==> config.mk <==
export PLATFORM = sky130hd
export DESIGN_NAME = wb_rr_arbiter
export DESIGN_NICKNAME = d
export VERILOG_FILES = /design/src/rtl/wb_rr_arbiter_pkg.sv /design/src/rtl/wb_rr_arbiter_rr_pick.sv /design/src/rtl/wb_rr_arbiter.sv
export SDC_FILE = /design/constraint.sdc
export NUM_CORES = 1
export LEC_CHECK = 0
export ABC_AREA = 1
export CORE_AREA = 2 2 147 149
export DETAILED_ROUTE_END_ITERATION = 10
export DIE_AREA = 0 0 149 151
export SYNTH_ARGS = -nofsm -noshare
export SYNTH_HDL_FRONTEND = slang
export SYNTH_SLANG_ARGS = --single-unit
==> constraint.sdc <==
create_clock -name clk_i -period 1.5 [get_ports clk_i]
set_input_delay 0.3 -clock clk_i [delete_from_list [all_inputs] [get_ports clk_i]]
set_output_delay 0.3 -clock clk_i [all_outputs]
set_load 0.05 [all_outputs]
==> src/rtl/wb_rr_arbiter_pkg.sv <==
// Shared definitions for the round-robin Wishbone arbiter and its priority picker.
// Optional bus watchdog enabled by defining WB_ARB_TIMEOUT_EN.
package wb_rr_arbiter_pkg;

  typedef enum logic [1:0] {
    ARB_IDLE     = 2'd0,
    ARB_BUSY     = 2'd1,
    ARB_ERR_HOLD = 2'd2
  } arb_state_e;

  localparam int unsigned ARB_TIMEOUT_DEFAULT   = 255;
  localparam int unsigned ARB_DAT_WIDTH_DEFAULT = 64;

  // Index width for a master count, never below one bit.
  function automatic int unsigned idx_width(input int unsigned n);
    return (n > 1) ? $clog2(n) : 1;
  endfunction

endpackage

==> src/rtl/wb_rr_arbiter_rr_pick.sv <==
// Combinational round-robin priority encoder: one-hot winner is the first
// requester after i_last in modulo-MASTERS order.
module wb_rr_arbiter_rr_pick
  import wb_rr_arbiter_pkg::*;
#(
  parameter int unsigned MASTERS = 2,
  parameter int unsigned LW      = idx_width(MASTERS)
) (
  input  logic [MASTERS-1:0] i_req,
  input  logic [LW-1:0]      i_last,
  output logic [MASTERS-1:0] o_gnt_c
);

  logic w_found;

  // Offset 1 is checked first so the previous owner ends up with lowest priority.
  always_comb begin
    o_gnt_c = '0;
    w_found = 1'b0;
    for (int unsigned i = 1; i <= MASTERS; i++) begin
      for (int unsigned j = 0; j < MASTERS; j++) begin
        if (!w_found && i_req[j] && (j == ((32'(i_last) + i) % MASTERS))) begin
          o_gnt_c[j] = 1'b1;
          w_found    = 1'b1;
        end
      end
    end
  end

endmodule

==> src/rtl/wb_rr_arbiter.sv <==
// Round-robin arbiter sharing one Wishbone slave between MASTERS requesters.
// Define WB_ARB_TIMEOUT_EN to add a watchdog that errors out a hung slave.
module wb_rr_arbiter
  import wb_rr_arbiter_pkg::*;
#(
  parameter int unsigned MASTERS   = 2,
  parameter int unsigned ADR_WIDTH = 16,
  parameter int unsigned DAT_WIDTH = ARB_DAT_WIDTH_DEFAULT,
  parameter int unsigned TIMEOUT   = ARB_TIMEOUT_DEFAULT
) (
  input  logic                           clk_i,
  input  logic                           rst_i,
  input  logic [MASTERS-1:0]             m_stb_i,
  input  logic [MASTERS-1:0]             m_we_i,
  input  logic [MASTERS*ADR_WIDTH-1:0]   m_adr_i,
  input  logic [MASTERS*DAT_WIDTH-1:0]   m_dat_i,
  output logic [DAT_WIDTH-1:0]           m_dat_o,
  output logic [MASTERS-1:0]             m_ack_o,
  output logic [MASTERS-1:0]             m_err_o,
  output logic                           s_stb_o,
  output logic                           s_we_o,
  output logic [ADR_WIDTH-1:0]           s_adr_o,
  output logic [DAT_WIDTH-1:0]           s_dat_o,
  input  logic [DAT_WIDTH-1:0]           s_dat_i,
  input  logic                           s_ack_i,
  input  logic                           s_err_i,
  output logic [MASTERS-1:0]             grant_o
);

  localparam int unsigned LW = idx_width(MASTERS);

  if (MASTERS < 2 || MASTERS > 8 || TIMEOUT < 1) begin : g_cfg_check
    $error("wb_rr_arbiter: MASTERS must be 2..8 and TIMEOUT at least 1");
  end

  arb_state_e           r_state;
  logic [MASTERS-1:0]   r_grant;
  logic [LW-1:0]        r_last;

  logic [MASTERS-1:0]   w_pick;
  logic [LW-1:0]        w_gidx;
  logic [ADR_WIDTH-1:0] w_adr;
  logic [DAT_WIDTH-1:0] w_dat;
  logic                 w_gstb;
  logic                 w_busy;
  logic                 w_hold;
  logic                 w_timeout;

  wb_rr_arbiter_rr_pick #(
    .MASTERS (MASTERS),
    .LW      (LW)
  ) u_rr_pick (
    .i_req   (m_stb_i),
    .i_last  (r_last),
    .o_gnt_c (w_pick)
  );

  // Granted master's index and payload, selected from the one-hot grant.
  always_comb begin
    w_gidx = '0;
    w_adr  = '0;
    w_dat  = '0;
    for (int unsigned j = 0; j < MASTERS; j++) begin
      if (r_grant[j]) begin
        w_gidx = LW'(j);
        w_adr  = m_adr_i[j*ADR_WIDTH +: ADR_WIDTH];
        w_dat  = m_dat_i[j*DAT_WIDTH +: DAT_WIDTH];
      end
    end
  end

  assign w_gstb = |(r_grant & m_stb_i);
  assign w_busy = (r_state == ARB_BUSY);
  assign w_hold = (r_state == ARB_ERR_HOLD);

`ifdef WB_ARB_TIMEOUT_EN
  localparam int unsigned CW = $clog2(TIMEOUT + 1);

  logic [CW-1:0] r_cnt;

  assign w_timeout = w_busy && (r_cnt == CW'(TIMEOUT)) && !(s_ack_i || s_err_i);

  // Counts BUSY cycles without a slave response; saturates at TIMEOUT.
  always_ff @(posedge clk_i) begin
    if (!rst_i) begin
      r_cnt <= '0;
    end else if (!w_busy) begin
      r_cnt <= '0;
    end else if (!(s_ack_i || s_err_i) && (r_cnt != CW'(TIMEOUT))) begin
      r_cnt <= r_cnt + CW'(1);
    end
  end
`else
  assign w_timeout = 1'b0;
`endif

  // Slave side follows the granted master directly so stb falls with the master's stb.
  assign s_stb_o = w_busy && w_gstb && !w_timeout;
  assign s_we_o  = w_busy && |(r_grant & m_we_i);
  assign s_adr_o = w_busy ? w_adr : '0;
  assign s_dat_o = w_busy ? w_dat : '0;
  assign m_dat_o = w_busy ? s_dat_i : '0;
  assign m_ack_o = w_busy ? (r_grant & m_stb_i & {MASTERS{s_ack_i}}) : '0;
  assign m_err_o = (w_busy ? (r_grant & m_stb_i & {MASTERS{s_err_i || w_timeout}}) : '0)
                 | (w_hold ? (r_grant & m_stb_i) : '0);
  assign grant_o = r_grant;

  // Phase FSM: grant on request, release when the granted master drops stb.
  always_ff @(posedge clk_i) begin
    if (!rst_i) begin
      r_state <= ARB_IDLE;
      r_grant <= '0;
      r_last  <= LW'(MASTERS - 1);
    end else begin
      case (r_state)
        ARB_IDLE: begin
          if (|m_stb_i) begin
            r_grant <= w_pick;
            r_state <= ARB_BUSY;
          end
        end
        ARB_BUSY: begin
          if (!w_gstb) begin
            r_last  <= w_gidx;
            r_grant <= '0;
            r_state <= ARB_IDLE;
          end
`ifdef WB_ARB_TIMEOUT_EN
          else if (w_timeout) begin
            r_state <= ARB_ERR_HOLD;
          end
`endif
        end
`ifdef WB_ARB_TIMEOUT_EN
        ARB_ERR_HOLD: begin
          if (!w_gstb) begin
            r_last  <= w_gidx;
            r_grant <= '0;
            r_state <= ARB_IDLE;
          end
        end
`endif
        default: begin
          r_grant <= '0;
          r_state <= ARB_IDLE;
        end
      endcase
    end
  end

endmodule

==> results.sh, run 1 <==
export IMPL_outcome="finished, violations left"
export IMPL_failed_checks="negative setup slack"
export IMPL_setup_tns_ns=-24.84
export IMPL_first_global_vias=4632
export IMPL_drv_cap=0
export IMPL_drv_slew=0
export IMPL_synth_yosys_seq_area_share=0.0417
export IMPL_fin_nets=1084
export IMPL_p_clk_frac=0.102
export IMPL_ys_types=16
export IMPL_cts_tree="built"
export IMPL_die_w_um=149
export IMPL_synth_ff_latch_count=4
export IMPL_syn_area_sq_um=1920
export IMPL_crit_path_cell_trace="inv_4 -> nor2_4 -> buf_6 -> clkbuf_16 -> nand2_1 -> a21oi_4 -> buf_12"
export IMPL_clock_sinks=4
export IMPL_vdd_drop_max_uv=250
export IMPL_slowest_stage="dfxtp_4"
export IMPL_fill_cells=1903
export IMPL_power_density_nw_per_um2=425
export IMPL_drc=0
export IMPL_design_die_area_sq_um=22500
export IMPL_max_slew_margin=0.788
export IMPL_clock_fmax_mhz=558
export IMPL_grt_max_degree=34
export IMPL_combPwrFrac=0.867
export IMPL_io_pins=384
export IMPL_core_sq_um=20800
export IMPL_rsz0062_at_grt="yes"
export IMPL_crit_required_ns=1.20
export IMPL_vias_per_cell=3.91
export IMPL_dpl_cell_area_sq_um=8680
export IMPL_layout_commonest_cell="clkdlybuf4s50_1"
export IMPL_p_leak_nw=4.03
export IMPL_wl_per_cell_um=17.0
export IMPL_worst_slew_pin_transition_ns=0.318
export IMPL_syn_nets=669
export IMPL_die_h_um=151
export IMPL_crit_arrival_ns=1.49
export IMPL_final_cell_mix="229 x clkdlybuf4s50_1, 164 x buf_12, 131 x nand2_1"
export IMPL_dr_pass1_iters=4
export IMPL_dpl_worst_slack_ns=-0.228
export IMPL_syn_area_per_cell_sq_um=4.39
export IMPL_worst_slack_ns=-0.293
export IMPL_clk_pin_slew_ns=0.03
export IMPL_critical_path_class="reg2out"
export IMPL_rows=53
export IMPL_grt_util_all_layers=0.146
export IMPL_cts_buffers=3
export IMPL_drtAntennaViolNets=0
export IMPL_yosysTopAreaCellShare=0.461
export IMPL_startpoint_type="flip-flop"
export IMPL_hold_class="reg2reg"
export IMPL_antenna_found_initial=1
export IMPL_skew_ns=0.00212
export IMPL_drt_initial_drc_count=83
export IMPL_yosys_warnings=0
export IMPL_timing_final_crit_share=1.20
export IMPL_cp_max_fo=10
export IMPL_gp_congestion=0.749
export IMPL_end_kind="output pin"
export IMPL_final_area_sq_um=9990
export IMPL_clockRootBuffer="clkbuf_16"
export IMPL_min_period_ns=1.79
export IMPL_h_tree_depth=1
export IMPL_swShare=0.460
export IMPL_port_buffers=383
export IMPL_power_total_mw=4.25
export IMPL_hold_viol_final=0
export IMPL_drive_gt1_frac=0.544
export IMPL_grt_ovfl_total=0
export IMPL_max_stage_delay_ns=0.35
export IMPL_cts_buffer_depth=2
export IMPL_p_seq_frac=0.031
export IMPL_num_vias=4412
export IMPL_clk_latency_ns=0.23
export IMPL_initial_core_util=0.0922
export IMPL_p_switching_mw=1.95
export IMPL_regArea_sq_um=91.3
export IMPL_syn2layout_area_growth_pct=420
export IMPL_syn_inst=437
export IMPL_wirelength_um=19200
export IMPL_multi_input_area_sq_um=2890
export IMPL_p_int_mw=2.29
export IMPL_synth_top_area_cell="nand2_1"
export IMPL_hpwl_um=14000
export IMPL_synthTopCellsByArea="nand2_1 46%, a21oi_1 21%, inv_1 13%, buf_6 4.7%, buf_2 4.4%"
export IMPL_grt_first_pass_wirelength_um=25500
export IMPL_setup_violations_final=132
## critical path: cells and delay by family, from the launching register on
kind                   cells  cell delay (ns)
and+or+nand+nor            2             0.22
AOI/OAI and AO/OA          1             0.16
DFF                        1             0.35
buffers and inverters      4             0.53
## per-stage QoR
stage | cells | hold slack, ns | utilization
floorplan | 437 | 0.385 | -
global placement | 1095 | 0.446 | 0.417
detailed placement | 1095 | 0.453 | 0.417
CTS | 1113 | 0.463 | 0.438
global route | 1126 | 0.498 | 0.480
finish | 1127 | 0.460 | 0.480
## flip-flops by register name (all words and copies together) (netlist names)
register / cells
r_state: 1
r_last: 1
grant_o: 2
## Yosys cell counts (all sizes together)
library cell and number:
buf 27, clkbuf 7, nand3 3, nand2 236
o21ai 1, nor2 2, nand4 1, a21boi 1
nor3 4, inv 69, dfxtp 4, a21oi 82
## logic make-up after synthesis
family                 count (synthesis)  share of synthesized area
flip-flops                             4                     0.0417
buffers and inverters                103                      0.248
AO/OA/AOI/OAI                         84                      0.220
AND/OR/NAND/NOR                      246                      0.491
## area by class of cell
class,count,area share
timing repair buffer,444,0.627
multi-input combinational,330,0.289
tap,275,0.0344
inverter,69,0.0322
sequential,4,0.00914
clock buffer,4,0.00789
antenna,1,0.000251
## per-layer routing
| metal | part of all wire | GRT usage |
|---|---|---|
| met1 | 0.33 | 0.154 |
| met2 | 0.56 | 0.282 |
| met3 | 0.095 | 0.0527 |
| met4 | 0.012 | 0.0190 |
| met5 | 0 | 0 |
## power by group through the flow
stage / registers [mW] / logic, mW / clock network, mW
2_1_floorplan: 0.138 / 1.39 / 0
3_3_place_gp: 0.131 / 3.07 / 0
3_5_place_dp: 0.131 / 3.09 / 0
4_1_cts: 0.132 / 3.30 / 0.443
5_1_grt: 0.133 / 3.85 / 0.450
6_report: 0.131 / 3.68 / 0.434
## path summary, 6_finish.rpt
path | startpoint | to | slack, ns | cells after the start
max | grant_o[0]$_SDFFE_PN0P_ | s_dat_o[14] | -0.29 | 7
min | r_last$_SDFFE_PN1P_ | r_last$_SDFFE_PN1P_ | 0.46 | 2
max reg2reg | r_state[0]$_SDFFE_PN0P_ | r_state[0]$_SDFFE_PN0P_ | 0.08 | 8
min reg2reg | r_last$_SDFFE_PN1P_ | r_last$_SDFFE_PN1P_ | 0.46 | 2
## timing repair
item | 4_1_cts | 5_1_grt
resized for setup | 49 | 215
buffers inserted | 10 | 4
setup endpoints to repair | 150 | 136
pin swaps | 7 | 24
hold buffers | 0 | 0
cloned | 5 | 11
Note: power is estimated with default switching activity, not from simulation.
==> run 2: changes to the inputs <==
SLEW_MARGIN = 25   (was not set)
==> results of run 2 <==
No change in the layout: final DEF, timing and power equal those of run 1.
==> run 3: changes to the inputs <==
CORE_AREA = 3 3 148 150   (was 2 2 147 149)
DIE_AREA = 0 0 151 153   (was 0 0 149 151)
==> results.sh, run 3 (same netlist as run 1, synthesis figures left out) <==
export IMPL_grt_max_degree=18
export IMPL_worstHoldEndpoint="r_last$_SDFFE_PN1P_"
export IMPL_placed_cells=1107
export IMPL_p_leak_nw=4.11
export IMPL_clk_pin_slew_ns=0.03
export IMPL_max_stage_delay_ns=0.35
export IMPL_r2r_end="r_state[0]$_SDFFE_PN0P_"
export IMPL_drc=0
export IMPL_whs_ns=0.455
export IMPL_clock_sinks=4
export IMPL_crit_path_cell_trace="inv_4 -> nor2_4 -> buf_12 -> buf_4 -> nand2_1 -> a21oi_2 -> buf_12"
export IMPL_cts_buffers=3
export IMPL_rows=53
export IMPL_clk_latency_ns=0.23
export IMPL_worstRegToRegCells=7
export IMPL_grt_ovfl_total=0
export IMPL_drtAntennaViolNets=0
export IMPL_p_clk_frac=0.101
export IMPL_timing_final_crit_share=1.20
export IMPL_die_w_um=151
export IMPL_startpoint_type="flip-flop"
export IMPL_final_cells=1143
export IMPL_p_int_mw=2.37
export IMPL_clock_fmax_mhz=557
export IMPL_min_period_ns=1.80
export IMPL_initial_core_util=0.0922
export IMPL_hpwl_um=15200
export IMPL_slowest_stage="dfxtp_4"
export IMPL_syn2layout_area_growth_pct=432
export IMPL_p_switching_mw=1.96
export IMPL_cts_tree="built"
export IMPL_swShare=0.453
export IMPL_failed_checks="negative setup slack"
export IMPL_fin_util=0.490
export IMPL_hold_class="reg2reg"
export IMPL_worst_slack_ns=-0.297
export IMPL_regArea_sq_um=91.3
export IMPL_holdPathStages=2
export IMPL_outcome="finished, violations left"
export IMPL_layout_commonest_cell="clkdlybuf4s50_1"
export IMPL_io_pins=384
export IMPL_r2r_setup_slack_ns=0.10
export IMPL_worst_slew_pin_transition_ns=0.223
export IMPL_reg2reg_from="r_state[0]$_SDFFE_PN0P_"
export IMPL_fill_cells=1830
export IMPL_cts_hold_buf=0
export IMPL_final_cell_mix="227 x clkdlybuf4s50_1, 174 x buf_12, 139 x nand2_1"
export IMPL_multi_input_area_sq_um=2850
export IMPL_dpl_worst_slack_ns=-0.214
export IMPL_power_total_mw=4.34
export IMPL_drive_gt1_frac=0.561
export IMPL_grt_util_all_layers=0.151
export IMPL_grt_first_pass_wirelength_um=27200
export IMPL_rsz0062_at_grt="yes"
export IMPL_critical_path_class="reg2out"
export IMPL_p_seq_frac=0.030
export IMPL_cts_buffer_depth=2
export IMPL_design_die_area_sq_um=23100
export IMPL_worst_path_most_repeated_cell="buf_12"
export IMPL_crit_arrival_ns=1.50
export IMPL_drt_initial_drc_count=102
export IMPL_crit_required_ns=1.20
export IMPL_h_tree_depth=1
export IMPL_skew_ns=0.00385
export IMPL_hold_viol_final=0
export IMPL_dr_pass1_iters=4
export IMPL_fin_nets=1099
export IMPL_wirelength_um=19300
export IMPL_clockRootBuffer="clkbuf_16"
export IMPL_vias_per_cell=3.88
export IMPL_combPwrFrac=0.869
export IMPL_num_vias=4437
export IMPL_gp_congestion=0.773
export IMPL_power_density_nw_per_um2=425
export IMPL_die_h_um=153
export IMPL_max_slew_margin=0.851
export IMPL_wl_per_cell_um=16.9
export IMPL_cp_max_fo=15
export IMPL_antenna_found_initial=1
export IMPL_vdd_drop_max_uv=249
export IMPL_end_kind="output pin"
export IMPL_core_sq_um=20800
export IMPL_largest_register_ffs=2
export IMPL_first_global_vias=4706
export IMPL_port_buffers=383
export IMPL_setup_violations_final=116
export IMPL_min_from="r_last$_SDFFE_PN1P_"
export IMPL_drv_slew=0
export IMPL_drv_cap=0
==> run 3: cell count changes in the layout (fill, tap and decap cells not counted), moves of 4 or more <==
cell / delta
inv_2: +4
buf_4: +6
inv_1: -17
buf_12: +10
clkbuf_16: -5
a21oi_2: +4
a21oi_4: -4
nand2_1: +8
nand2_2: -9
inv_4: +13
==> run 3: power groups by stage <==
stage,Combinational [mW],Sequential [mW],Clock [mW]
final,3.77,0.131,0.437
after floorplan,1.39,0.138,0
after CTS,3.63,0.130,0.443
after global placement,3.18,0.134,0
after global routing,3.94,0.132,0.453
after detailed placement,3.19,0.134,0
==> run 3: worst max-delay path by stage <==
stage / startpoint / end / slack, ns / depth (start not counted)
CTS: grant_o[1]$_SDFFE_PN0P_ / s_dat_o[6] / -0.30 / 6
global placement: m_stb_i[1] / m_err_o[1] / -0.21 / 5
global route: grant_o[0]$_SDFFE_PN0P_ / s_dat_o[5] / -0.35 / 7
floorplan: grant_o[0]$_SDFFE_PN0P_ / s_adr_o[15] / -0.49 / 5
detailed placement: m_stb_i[1] / m_err_o[1] / -0.21 / 5
finish: grant_o[0]$_SDFFE_PN0P_ / s_dat_o[7] / -0.30 / 7
==> run 3: stage by stage <==
stage / TNS, ns / area [sq um]
floorplan: -11.40 / 2850
global placement: -2.51 / 8830
detailed placement: -3.19 / 8830
CTS: -25.91 / 9740
global route: -27.12 / 10200
finish: -21.00 / 10200
==> run 3: timing repair <==
| action | 4_1_cts | 5_1_grt |
|---|---|---|
| setup endpoints to repair | 150 | 150 |
| gates resized for setup | 166 | 145 |
| gates cloned | 8 | 4 |
| buffers inserted | 17 | 6 |
| pin swaps | 5 | 9 |
==> run 3: worst max-delay path: cells and delay by family, from the launching register on <==
family	cells	cell delay, ns
buffers and inverters	4	0.54
DFF	1	0.35
AOI/OAI and AO/OA	1	0.19
and+or+nand+nor	2	0.17
==> run 3: metal layers <==
layer	track usage	vias to the layer above	share of wire
met2	0.288	215	0.54
met3	0.0528	15	0.097
met4	0.0255	0	0.011
li1	-	2179	-
met1	0.161	2028	0.35
met5	0	-	0
==> run 3: final cells by class <==
type | count | area share
timing repair buffer | 458 | 0.633
multi-input combinational | 330 | 0.279
inverter | 69 | 0.0355
tap | 275 | 0.0337
sequential | 4 | 0.00895
clock buffer | 4 | 0.00772
timing repair inverter | 1 | 0.00196
antenna | 2 | 0.000490
